`src/rtl/alu_issue_ctrl.sv`:
```
// Issue stage for the 4-DSP complex ALU: instruction FIFO, opcode decode, operand skew, result tracking.
// Latency: opcode/config 1 cycle after push into an empty FIFO; operands OPERAND_SKEW later; res_valid ALU_LATENCY after issue.
// Backpressure: in_ready drops only when the FIFO is full; the ALU side never stalls, so one entry is popped every non-empty cycle.
module alu_issue_ctrl #(
  parameter int FIFO_DEPTH   = 4,
  parameter int OPERAND_SKEW = 2,
  parameter int ALU_LATENCY  = 7
) (
  input  logic                          clk,
  input  logic                          rst,
  input  logic                          in_valid,
  output logic                          in_ready,
  input  logic [2:0]                    in_opcode,
  input  logic [31:0]                   in_din_1,
  input  logic [31:0]                   in_din_2,
  input  logic [31:0]                   in_din_3,
  output logic [2:0]                    opcode,
  output logic [15:0]                   alumode,
  output logic [19:0]                   inmode,
  output logic [27:0]                   opmode,
  output logic [3:0]                    cea2,
  output logic [3:0]                    ceb2,
  output logic [3:0]                    usemult,
  output logic [31:0]                   din_1,
  output logic [31:0]                   din_2,
  output logic [31:0]                   din_3,
  output logic                          res_valid,
  output logic [2:0]                    res_opcode,
  output logic [$clog2(FIFO_DEPTH):0]   fifo_level
);

  localparam int PTR_W = $clog2(FIFO_DEPTH);
  localparam int LVL_W = PTR_W + 1;
  localparam int ENT_W = 3 + 3 * 32;

  // Per-DSP mode words: multiplier only, or multiplier plus the C port accumulate input.
  localparam logic [6:0] OPM_M    = 7'b0000101;
  localparam logic [6:0] OPM_CM   = 7'b0110101;
  localparam logic [3:0] ALU_ADD  = 4'b0000;
  localparam logic [3:0] ALU_ZSUB = 4'b0011;

  logic [ENT_W-1:0] mem [FIFO_DEPTH];
  logic [PTR_W-1:0] wr_ptr;
  logic [PTR_W-1:0] rd_ptr;
  logic [LVL_W-1:0] level;
  logic             push;
  logic             pop;
  logic [ENT_W-1:0] head;
  logic [2:0]       head_op;

  logic [2:0]       nxt_op;
  logic [15:0]      nxt_alumode;
  logic [27:0]      nxt_opmode;
  logic [3:0]       nxt_ce;
  logic [31:0]      nxt_d1;
  logic [31:0]      nxt_d2;
  logic [31:0]      nxt_d3;

  logic [31:0]      iss_d1;
  logic [31:0]      iss_d2;
  logic [31:0]      iss_d3;
  logic [95:0]      skew [OPERAND_SKEW];

  logic [ALU_LATENCY-1:0] vld_pipe;
  logic [2:0]             op_pipe [ALU_LATENCY];

  assign in_ready   = (level < LVL_W'(FIFO_DEPTH));
  assign push       = in_valid & in_ready;
  assign pop        = (level != '0);
  assign fifo_level = level;
  assign head       = mem[rd_ptr];
  assign head_op    = head[ENT_W-1 -: 3];
  // INMODE is zero for every supported operation.
  assign inmode     = '0;

  // FIFO storage; contents are don't-care until the level says otherwise, so no reset.
  always_ff @(posedge clk) begin
    if (push) mem[wr_ptr] <= {in_opcode, in_din_1, in_din_2, in_din_3};
  end

  // FIFO pointers and occupancy; pointers wrap naturally because the depth is a power of two.
  always_ff @(posedge clk or posedge rst) begin
    if (rst) begin
      wr_ptr <= '0;
      rd_ptr <= '0;
      level  <= '0;
    end else begin
      if (push) wr_ptr <= wr_ptr + 1'b1;
      if (pop)  rd_ptr <= rd_ptr + 1'b1;
      case ({push, pop})
        2'b10:   level <= level + 1'b1;
        2'b01:   level <= level - 1'b1;
        default: level <= level;
      endcase
    end
  end

  // Decode the FIFO head; an empty FIFO or a 0xx opcode both issue an all-zero NOP.
  always_comb begin
    nxt_op      = 3'b000;
    nxt_alumode = '0;
    nxt_opmode  = '0;
    nxt_ce      = 4'b0000;
    nxt_d1      = '0;
    nxt_d2      = '0;
    nxt_d3      = '0;
    if (pop && head_op[2]) begin
      nxt_op = head_op;
      nxt_ce = 4'b1111;
      nxt_d1 = head[95:64];
      nxt_d2 = head[63:32];
      nxt_d3 = head[31:0];
      case (head_op[1:0])
        2'b01: nxt_opmode = {OPM_CM, OPM_M, OPM_CM, OPM_M};
        2'b10: begin
          nxt_opmode  = {OPM_CM, OPM_M, OPM_CM, OPM_M};
          nxt_alumode = {ALU_ADD, ALU_ZSUB, ALU_ADD, ALU_ZSUB};
        end
        default: nxt_opmode = {4{OPM_M}};
      endcase
    end
  end

  // Issue register: opcode and config go to the ALU, operands enter the skew line.
  always_ff @(posedge clk or posedge rst) begin
    if (rst) begin
      opcode  <= 3'b000;
      alumode <= '0;
      opmode  <= '0;
      cea2    <= '0;
      ceb2    <= '0;
      usemult <= '0;
      iss_d1  <= '0;
      iss_d2  <= '0;
      iss_d3  <= '0;
    end else begin
      opcode  <= nxt_op;
      alumode <= nxt_alumode;
      opmode  <= nxt_opmode;
      cea2    <= nxt_ce;
      ceb2    <= nxt_ce;
      usemult <= nxt_ce;
      iss_d1  <= nxt_d1;
      iss_d2  <= nxt_d2;
      iss_d3  <= nxt_d3;
    end
  end

  // Operand skew line: OPERAND_SKEW stages after the issue register, one value per cycle.
  always_ff @(posedge clk or posedge rst) begin
    if (rst) begin
      for (int i = 0; i < OPERAND_SKEW; i++) skew[i] <= '0;
    end else begin
      skew[0] <= {iss_d1, iss_d2, iss_d3};
      for (int i = 1; i < OPERAND_SKEW; i++) skew[i] <= skew[i-1];
    end
  end

  assign din_1 = skew[OPERAND_SKEW-1][95:64];
  assign din_2 = skew[OPERAND_SKEW-1][63:32];
  assign din_3 = skew[OPERAND_SKEW-1][31:0];

  // Result tracker: follows the issued opcode down the ALU pipeline; NOPs carry opcode 000 and no valid.
  always_ff @(posedge clk or posedge rst) begin
    if (rst) begin
      vld_pipe <= '0;
      for (int i = 0; i < ALU_LATENCY; i++) op_pipe[i] <= 3'b000;
    end else begin
      vld_pipe <= {vld_pipe[ALU_LATENCY-2:0], opcode[2]};
      op_pipe[0] <= opcode;
      for (int i = 1; i < ALU_LATENCY; i++) op_pipe[i] <= op_pipe[i-1];
    end
  end

  assign res_valid  = vld_pipe[ALU_LATENCY-1];
  assign res_opcode = op_pipe[ALU_LATENCY-1];

endmodule

```
`config.mk`:
```
export PLATFORM = sky130hd
export DESIGN_NAME = alu_issue_ctrl
export DESIGN_NICKNAME = d
export VERILOG_FILES = /design/src/rtl/alu_issue_ctrl.sv
export SDC_FILE = /design/constraint.sdc
export NUM_CORES = 1
export LEC_CHECK = 0
export ABC_AREA = 1
export CORE_AREA = 3 3 224 226
export CTS_CLUSTER_DIAMETER = 80
export DETAILED_ROUTE_END_ITERATION = 16
export DIE_AREA = 0 0 227 229
export GPL_TIMING_DRIVEN = 0
export PLACE_DENSITY = 0.78
export SLEW_MARGIN = 20
export SYNTH_ARGS = -nofsm -noshare
export SYNTH_HDL_FRONTEND = slang
export SYNTH_SLANG_ARGS = --single-unit
```
`constraint.sdc`:
```
create_clock -name clk -period 15.74 [get_ports clk]
set_clock_uncertainty 0.05 [all_clocks]
set_input_delay 3.148 -clock clk [delete_from_list [all_inputs] [get_ports clk]]
set_output_delay 3.148 -clock clk [all_outputs]
set_load 0.01 [all_outputs]
```
# Word level (Yosys, flattened, before mapping)
# Memories as Yosys holds them, arrays and structs flattened.
# Cells that the tools add are included.
[classes]
addsub = 4
n_lt_le_gt_ge = 1
eq_ne = 4
n_mux = 12
bitwise = 1
n_reduce_logical = 4
[ops]
columns = ["cell", "count"]
rows = [
  ["$mux W32", 3],
  ["$mux W27", 2],
  ["$mux W10", 2],
  ["$pmux W3 S2", 1],
  ["$add A2 B1 Y2 const B", 2],
  ["$eq A2 B1 Y1 const B", 2],
  ["$eq A2 B2 Y1 const B", 2],
  ["$mux W4", 1],
  ["$add A3 B1 Y3 const B", 1],
  ["$lt A3 B3 Y1 const B", 1],
  ["$mux W3", 1],
  ["$reduce_bool A3 Y1", 1],
  ["$sub A3 B1 Y3 const B", 1],
  ["$mux W1", 2],
  ["$reduce_bool A2 Y1", 1],
  ["$reduce_or A2 Y1", 1],
  ["$and A1 B1 Y1", 1],
  ["$logic_and A1 B1 Y1", 1],
]
[word_totals]
regBits = 374
ram_bits = 396
out_inout_bits = 183
elab_cells = 47
mem_count = 1
[memory_table]
columns = ["memory", "depth", "word_bits", "rd", "rd_clocked_by_memory_dff", "write_ports", "line_no", "rtl"]
rows = [
  ["mem", 4, 99, 1, 0, 1, "42", "logic [ENT_W-1:0] mem [FIFO_DEPTH];"],
]

# Longest topological paths before layout
# Gate-level depths: netlist of the first run.
# An unclocked memory read counts as a cell.
[depth]
ltp_word = 5
mapped_depth = 10

# Worst setup path after synthesis of the first run
# No wires, ideal clock.
[synth_path]
path_kind = "in2reg"
startpoint = "input port in_valid"
endpoint = "memory mem[0][0] (netlist bit), enable pin"
setup_time_ns = 0.558
arrival_time_ns = 7.455
required_ns = 15.132
path_slack_ns = 7.677
cell_stages = 2
path_cell_list = "nand2_1 nor2_1"
[synth_via]
elab_chain_cells = 3
[synth_rtl]
columns = ["item", "line_no", "rtl"]
rows = [
  ["start, declared", "11", "input logic in_valid,"],
  ["$and A1 B1 Y1", "68", "assign push = in_valid & in_ready;"],
  ["$mux W1", "78", "if (push) mem[wr_ptr] <= {in_opcode, in_din_1, in_din_2, in_din_3};"],
  ["$mux W1 (implied by the code)", "78", ""],
  ["end, declared", "42", ""],
]
# Every way passes these cells.

==> impl_metrics.ini, run 1 <==
[run_status]
status = completed

[global_route]
globalRouteOverflowTotal = 0
grt.met1_usage = 0.264
grt_pass1_vias = 16300
grt_usage = 0.218
grt_max_degree = 105
met2_usage = 0.380
antenna_found_initial = 5
grt_pass1_wl_um = 86000
use_met3 = 0.0426
busiest_layer = met2

[clock_tree]
h-tree-depth = 3
cts_tree = yes
clkTransAtPathRegs_ns = 0.06
cts_resized = 0
root_buffer = clkbuf_16
cts_buffer_depth = 3
cts_setup_buffers = 0
clock_latency_ns = 0.60
hold_buffers = 0
numClockSinks = 717
cts_buffers = 70

[die]
ios = 285
start_util = 0.556
die_area_mm2 = 0.0520
core_area_mm2 = 0.0485
die_width_um = 227
die_h_um = 229
rows = 81

[sta]
min_period_over_period = 0.339
tightest_slew_ns = 0.684
fin_setup_tns_ns = 0
finalSetupViolCount = 0
rsz0062_at_grt = no
slew_violations = 0
setup_ws_ns = 10.41
slew_headroom = 0.544
fmax_mhz = 188
hold_viol = 0
period_needed_ns = 5.33

[drt]
drc = 0
drt_iter0_drc = 1216
routed-via-count = 15800
wire_per_inst_um = 16.5
wl_um = 55200
viasPerCell = 4.74
ant_nets = 0
dr.pass1.iters = 5

[job]
cap_violations = 0

[logic_synthesis]
synth_warnings = 0
avgSynthCellArea_um2 = 11.8
syn_area_mm2 = 0.0270
seq_area_frac_synth = 0.739
ys_seq_elements = 717
synthesis.instances = 2287
synth.distinct_cells = 24

[worst_setup_path]
timing.critical_path.slowest_cell_delay_ns = 0.78
crit_chain = buf_4, clkdlybuf4s50_1
crit_path_top_delay_cell = dfrtp_1
critPathArrivalTime_ns = 2.13
end_kind = primary output
critPathMaxFanout = 22
cp.required_ns = 12.54
path_class = reg -> out
worst-path-buf-inv = 2
crit_family = flip-flops
critPathLaunchType = flip-flop

[finish]
drive_gt1_frac = 0.133
fin_cells = 3346
fin_nets = 2774
final_common_cell = nand2_1
area_growth_pct = 23.0
final_cell_mix = nand2_1, inv_1, edfxtp_1

[hold_path]
hp-class = reg -> reg

[power]
total_power_mw = 6.10
vdd_ir_drop_max_mv = 0.134
power_leakage_nw = 16.0
powerDensity_mw_per_mm2 = 184

[placed_design]
dp_hpwl_um = 35000
gp_congestion = 0.764
portBuffers = 236
dp_slack_ns = 10.21
dp.cells = 3215
==> routing by layer <==
layer,part of all wire,wire (um),vias up
li1,-,-,7531
met1,0.38,20900,7620
met2,0.52,28500,567
met3,0.068,3760,122
met4,0.036,2010,4
met5,0.00047,26,-
==> through the flow <==
stage	hold slack, ns	util	area (um2)
floorplan	0.281	-	27200
global placement	0.282	0.624	30300
detailed placement	0.285	0.636	30900
CTS	0.294	0.684	33200
global route	0.296	0.684	33200
finish	0.291	0.684	33200
==> worst paths after layout <==
kind / to / cells after the start / slack, ns / start
max: opmode[14] / 2 / 10.41 / usemult[2]
min reg2reg: skew[154] / 0 / 0.29 / iss_d2[26]
min: skew[154] / 0 / 0.29 / iss_d2[26]
min in group asynchronous: din_3[17] / 2 / 2.86 / rst
max reg2reg: mem[2][27] / 6 / 13.36 / fifo_level[2]
max in group asynchronous: iss_d1[8] / 4 / 11.59 / rst
==> logic make-up after synthesis <==
kind of cell    count (synthesis)  share of synthesized area
other cells                     1                   0.000139
simple gates                  805                      0.121
flops                         717                      0.739
buf+inv                       749                      0.134
mux                             1                   0.000371
xor+xnor                        5                    0.00162
compound gates                  2                   0.000371
fa+ha+maj                       7                    0.00352
==> where the power goes <==
group | total (mW) | internal [mW] | switching [mW]
sequential | 2.55 | 2.43 | 0.124
clock | 1.64 | 0.968 | 0.668
combinational | 1.92 | 0.797 | 1.12
==> synthesized netlist by cell type <==
cell	instances	area (um2)
nand2_1	502	1880
inv_1	497	1870
edfxtp_1	396	11900
dfrtp_1	321	8030
nand3_1	197	986
buf_4	179	1340
nor2_1	105	394
buf_2	36	180
clkbuf_1	14	52.6
buf_6	10	113
buf_1	7	26.3
ha_1	6	75.1
xor2_1	4	35.0
inv_2	3	11.3
a21oi_1	1	5.00
buf_8	1	15.0
clkbuf_4	1	7.51
clkinv_2	1	5.00
conb_1	1	3.75
fa_1	1	20.0
mux2i_1	1	10.0
nand3b_1	1	7.51
o21ai_0	1	5.00
xnor2_1	1	8.76
==> cell type report <==
type	count	area [um2]
well taps	622	778
diodes	5	12.5
plain buffers	248	1740
repair buffers	259	2930
flip-flops and latches	717	19900
clock inverters	19	156
multi-input cells	868	3640
clock buffers	107	2130
inverters	501	1890
fillers	3203	15300
==> sequential cells by signal (all words and copies together) (netlist names), 32 cells and up <==
register / cells
din_1: 32
iss_d3: 32
mem: 396
din_2: 32
skew: 96
iss_d2: 32
din_3: 32
iss_d1: 32
Note: power is estimated with default switching activity, not from simulation.
==> run 2: changes to the inputs <==
- clock period: 15.74 -> 5.1 ns (I/O delays scaled with it)
==> run 2 against run 1 <==
Utilization about the same. First-iteration DRC count shrank 4.9%. Register-to-register slack worse by 11 ns. Critical path type unchanged. Highest routed layer unchanged. Power grew to 3.1 times the previous value.
==> impl_metrics.ini, run 2 (synthesis results as in run 1) <==
[worst_setup_path]
critPathMaxFanout = 22
crit_path_top_delay_cell = dfrtp_1
end_kind = primary output
path_class = reg -> out
cp.required_ns = 4.03
crit_family = buffers and inverters
crit_chain = buf_4, clkdlybuf4s50_1
critPathArrivalTime_ns = 2.10
timing.critical_path.slowest_cell_delay_ns = 0.74
worst-path-buf-inv = 2
critPathLaunchType = flip-flop

[die]
die_width_um = 227
ios = 285
core_area_mm2 = 0.0485
rows = 81
start_util = 0.556
die_h_um = 229
die_area_mm2 = 0.0520

[clock_tree]
clock_latency_ns = 0.61
cts_setup_buffers = 0
cts_buffers = 71
hold_buffers = 0
clkTransAtPathRegs_ns = 0.06
cts_resized = 0
root_buffer = clkbuf_16
h-tree-depth = 3
cts_buffer_depth = 3
numClockSinks = 717
cts_tree = yes

[global_route]
grt_max_degree = 39
grt_usage = 0.215
globalRouteOverflowTotal = 0
grt_pass1_wl_um = 85200
grt_pass1_vias = 16200
antenna_found_initial = 5

[placed_design]
dp_hpwl_um = 35500
portBuffers = 236
gp_congestion = 0.779
placed_area_mm2 = 0.0309
dp.cells = 3218

[drt]
viasPerCell = 4.75
drc = 0
routed-via-count = 15900
wire_per_inst_um = 16.4
ant_nets = 0
wl_um = 54900
drt_iter0_drc = 1157
dr.pass1.iters = 7

[power]
total_power_mw = 18.8
power_leakage_nw = 16.0
vdd_ir_drop_max_mv = 0.378
powerDensity_mw_per_mm2 = 566

[finish]
fin_cells = 3352
reg_top3 = mem: 396 flops, skew: 96 flops
final_cell_mix = nand2_1, inv_1, edfxtp_1
drive_gt1_frac = 0.137
final-seq-area_mm2 = 0.0199
largest_reg_flops = 396
fin_nets = 2778
final_common_cell = nand2_1
fillers = 3219
area_growth_pct = 23.0
design_area_mm2 = 0.0332
multi_input_area_mm2 = 0.00364
top_register = mem

[run_status]
status = completed

[hold_path]
hp-class = reg -> reg

[sta]
finalSetupViolCount = 0
slew_violations = 0
tightest_slew_ns = 0.779
slew_headroom = 0.480
min_period_over_period = 0.622
fmax_mhz = 315
period_needed_ns = 3.17
rsz0062_at_grt = no
hold_viol = 0

[job]
cap_violations = 0
## run 2: layer usage
metal  vias up  routed length [um]  share of wire  track usage
li1       7546                   -              -            -
met1      7653               20800           0.38        0.267
met2       600               28300           0.52        0.367
met3       110                3860          0.070       0.0426
met4         2                1830          0.033       0.0971
met5         -                  17        0.00031            0
## run 2: path summary, 6_finish.rpt
check                              start          to  slack (ns)  cells past startpoint
min                           iss_d1[15]   skew[175]        0.28                      0
max in group asynchronous            rst   iss_d1[8]        3.03                      5
max                           usemult[2]  opmode[21]        1.93                      2
min reg2reg                   iss_d1[15]   skew[175]        0.28                      0
min in group asynchronous            rst  iss_d3[20]        0.84                      2
max reg2reg                fifo_level[2]  mem[1][13]        2.47                      6
## run 2: layout make-up
| type | count | share of cell area |
|---|---|---|
| antenna | 2 | 0.000151 |
| buffer | 248 | 0.0524 |
| clock buffer | 105 | 0.0646 |
| clock inverter | 27 | 0.00520 |
| inverter | 501 | 0.0568 |
| multi-input combinational | 868 | 0.110 |
| sequential | 717 | 0.600 |
| tap | 622 | 0.0235 |
| timing repair buffer | 262 | 0.0872 |
## run 2: per-stage QoR
stage                     utilization  setup slack [ns]  hold slack (ns)  setup TNS (ns)
after global placement          0.624             -4.82            0.281        -2559.71
final                           0.684              1.93            0.283               0
after detailed placement        0.636              1.53            0.285               0
after global routing            0.684              1.79            0.290               0
after CTS                       0.683              1.88            0.285               0
after floorplan                     -            -0.835            0.281         -411.29
## run 2: power breakdown
| part | switching, mW | internal [mW] | total, mW | leakage [nW] |
|---|---|---|---|---|
| sequential | 0.370 | 7.49 | 7.86 | 7.79 |
| clock | 2.09 | 2.98 | 5.07 | 1.16 |
| combinational | 3.44 | 2.43 | 5.87 | 7.07 |
==> run 3: changes to the inputs <==
- clock period: 5.1 -> 3.14 ns (I/O delays scaled with it)
==> run 3 against run 2 <==
Combinational power rose by 64%. Global-route usage rose by 0.13 points. Cell area rose by 0.90%. Critical path depth did not move. Wire length rose by 1.3%. Utilization rose by 0.61 points. Sequential power rose by 63%. Non-clock buffer count rose by 3. Clock power rose by 72%. Flip-flop and latch count did not move. Die area did not move. Critical path type unchanged. Largest cell class unchanged.
==> impl_metrics.ini, run 3 (synthesis results as in run 1) <==
[placed_design]
dp.cells = 3221
portBuffers = 236
dp_hpwl_um = 35600
gp_congestion = 0.763

[sta]
holdWs_ns = 0.290
fin_setup_tns_ns = 0
tightest_slew_ns = 0.774
finalSetupViolCount = 0
slew_violations = 0
period_needed_ns = 2.78
fmax_mhz = 359
rsz0062_at_grt = no
min_period_over_period = 0.887
slew_headroom = 0.483
hold_viol = 0

[power]
vdd_ir_drop_max_mv = 0.707
powerDensity_mw_per_mm2 = 931
power_leakage_nw = 16.1

[drt]
wl_um = 55600
ant_nets = 0
wire_per_inst_um = 16.6
routed-via-count = 16000
dr.pass1.iters = 5
drt_iter0_drc = 1335
drc = 0
viasPerCell = 4.78

[clock_tree]
cts_buffers = 70
numClockSinks = 717
hold_buffers = 0
cts_buffer_depth = 3
cts_setup_buffers = 0
cts_resized = 0
clkTransAtPathRegs_ns = 0.06
h-tree-depth = 3
clock_latency_ns = 0.61
cts_tree = yes
root_buffer = clkbuf_16

[finish]
fin_nets = 2780
final-seq-area_mm2 = 0.0199
multi_input_area_mm2 = 0.00364
fin_cells = 3355
area_growth_pct = 24.1
largest_reg_flops = 396
final_cell_mix = nand2_1, inv_1, edfxtp_1
reg_top3 = mem: 396 flops, skew: 96 flops
fillers = 3134
top_register = mem
drive_gt1_frac = 0.139
final_common_cell = nand2_1

[global_route]
grt_pass1_vias = 16500
globalRouteOverflowTotal = 0
grt_usage = 0.216
grt_max_degree = 39
antenna_found_initial = 4
grt_pass1_wl_um = 85800

[worst_setup_path]
critPathArrivalTime_ns = 2.11
path_class = reg -> out
r2r_slack_ns = 0.71
end_kind = primary output
cp.required_ns = 2.46
critPathLaunchType = flip-flop
critPathMaxFanout = 22

[die]
die_area_mm2 = 0.0520
ios = 285
die_width_um = 227
rows = 81
die_h_um = 229
core_area_mm2 = 0.0485
start_util = 0.556

[run_status]
status = completed

[hold_path]
hp-class = reg -> reg

[job]
cap_violations = 0
## run 3: cell types whose count changed in the layout (fill, tap and decap cells not counted), sizes merged
cell / change
clkinv: -5
clkinvlp: +1
diode: +3
clkbuf: -3
buf: +3
bufinv: +4
## run 3: final timing paths
path,startpoint,endpoint,cells after the start
max,usemult[2],ceb2[1],2
min,op_pipe[18],op_pipe[15],0
max reg2reg,fifo_level[2],mem[3][14],5
min reg2reg,op_pipe[18],op_pipe[15],0
max in group asynchronous,rst,iss_d1[11],7
min in group asynchronous,rst,iss_d3[5],2
## run 3: layer usage
metal,vias to the layer above,track usage,part of all wire
met4,2,0.0900,0.030
met1,7798,0.259,0.38
met2,575,0.378,0.52
met5,-,0,0.00023
met3,115,0.0481,0.073
li1,7546,-,-
## run 3: final cells by class
class                   count  area share
diodes                      5    0.000374
plain buffers             248      0.0519
clock buffers             102      0.0654
clock inverters            27     0.00871
inverters                 501      0.0563
multi-input cells         868       0.109
flip-flops and latches    717       0.595
well taps                 622      0.0232
repair buffers            265      0.0901
## run 3: worst max-delay path, stage by stage (launching register included)
cell	delay, ns
dfrtp_1	0.75
buf_4	0.22
clkdlybuf4s50_1	0.54
## run 3: metrics by stage
step	cell area, um2	utilization	total power, mW	setup slack [ns]
floorplan	27200	-	18.6	-1.82
global placement	30300	0.625	21.9	-3.74
detailed placement	31000	0.638	22.5	0.118
CTS	33500	0.689	31.4	0.330
global route	33500	0.690	32.8	0.258
finish	33500	0.690	31.2	0.356
## run 3: report_power, final
group | switching, mW | internal (mW) | total (mW)
clock network | 3.44 | 5.30 | 8.73
registers | 0.605 | 12.2 | 12.8
logic | 5.67 | 3.99 | 9.65
total | 9.71 | 21.5 | 31.2
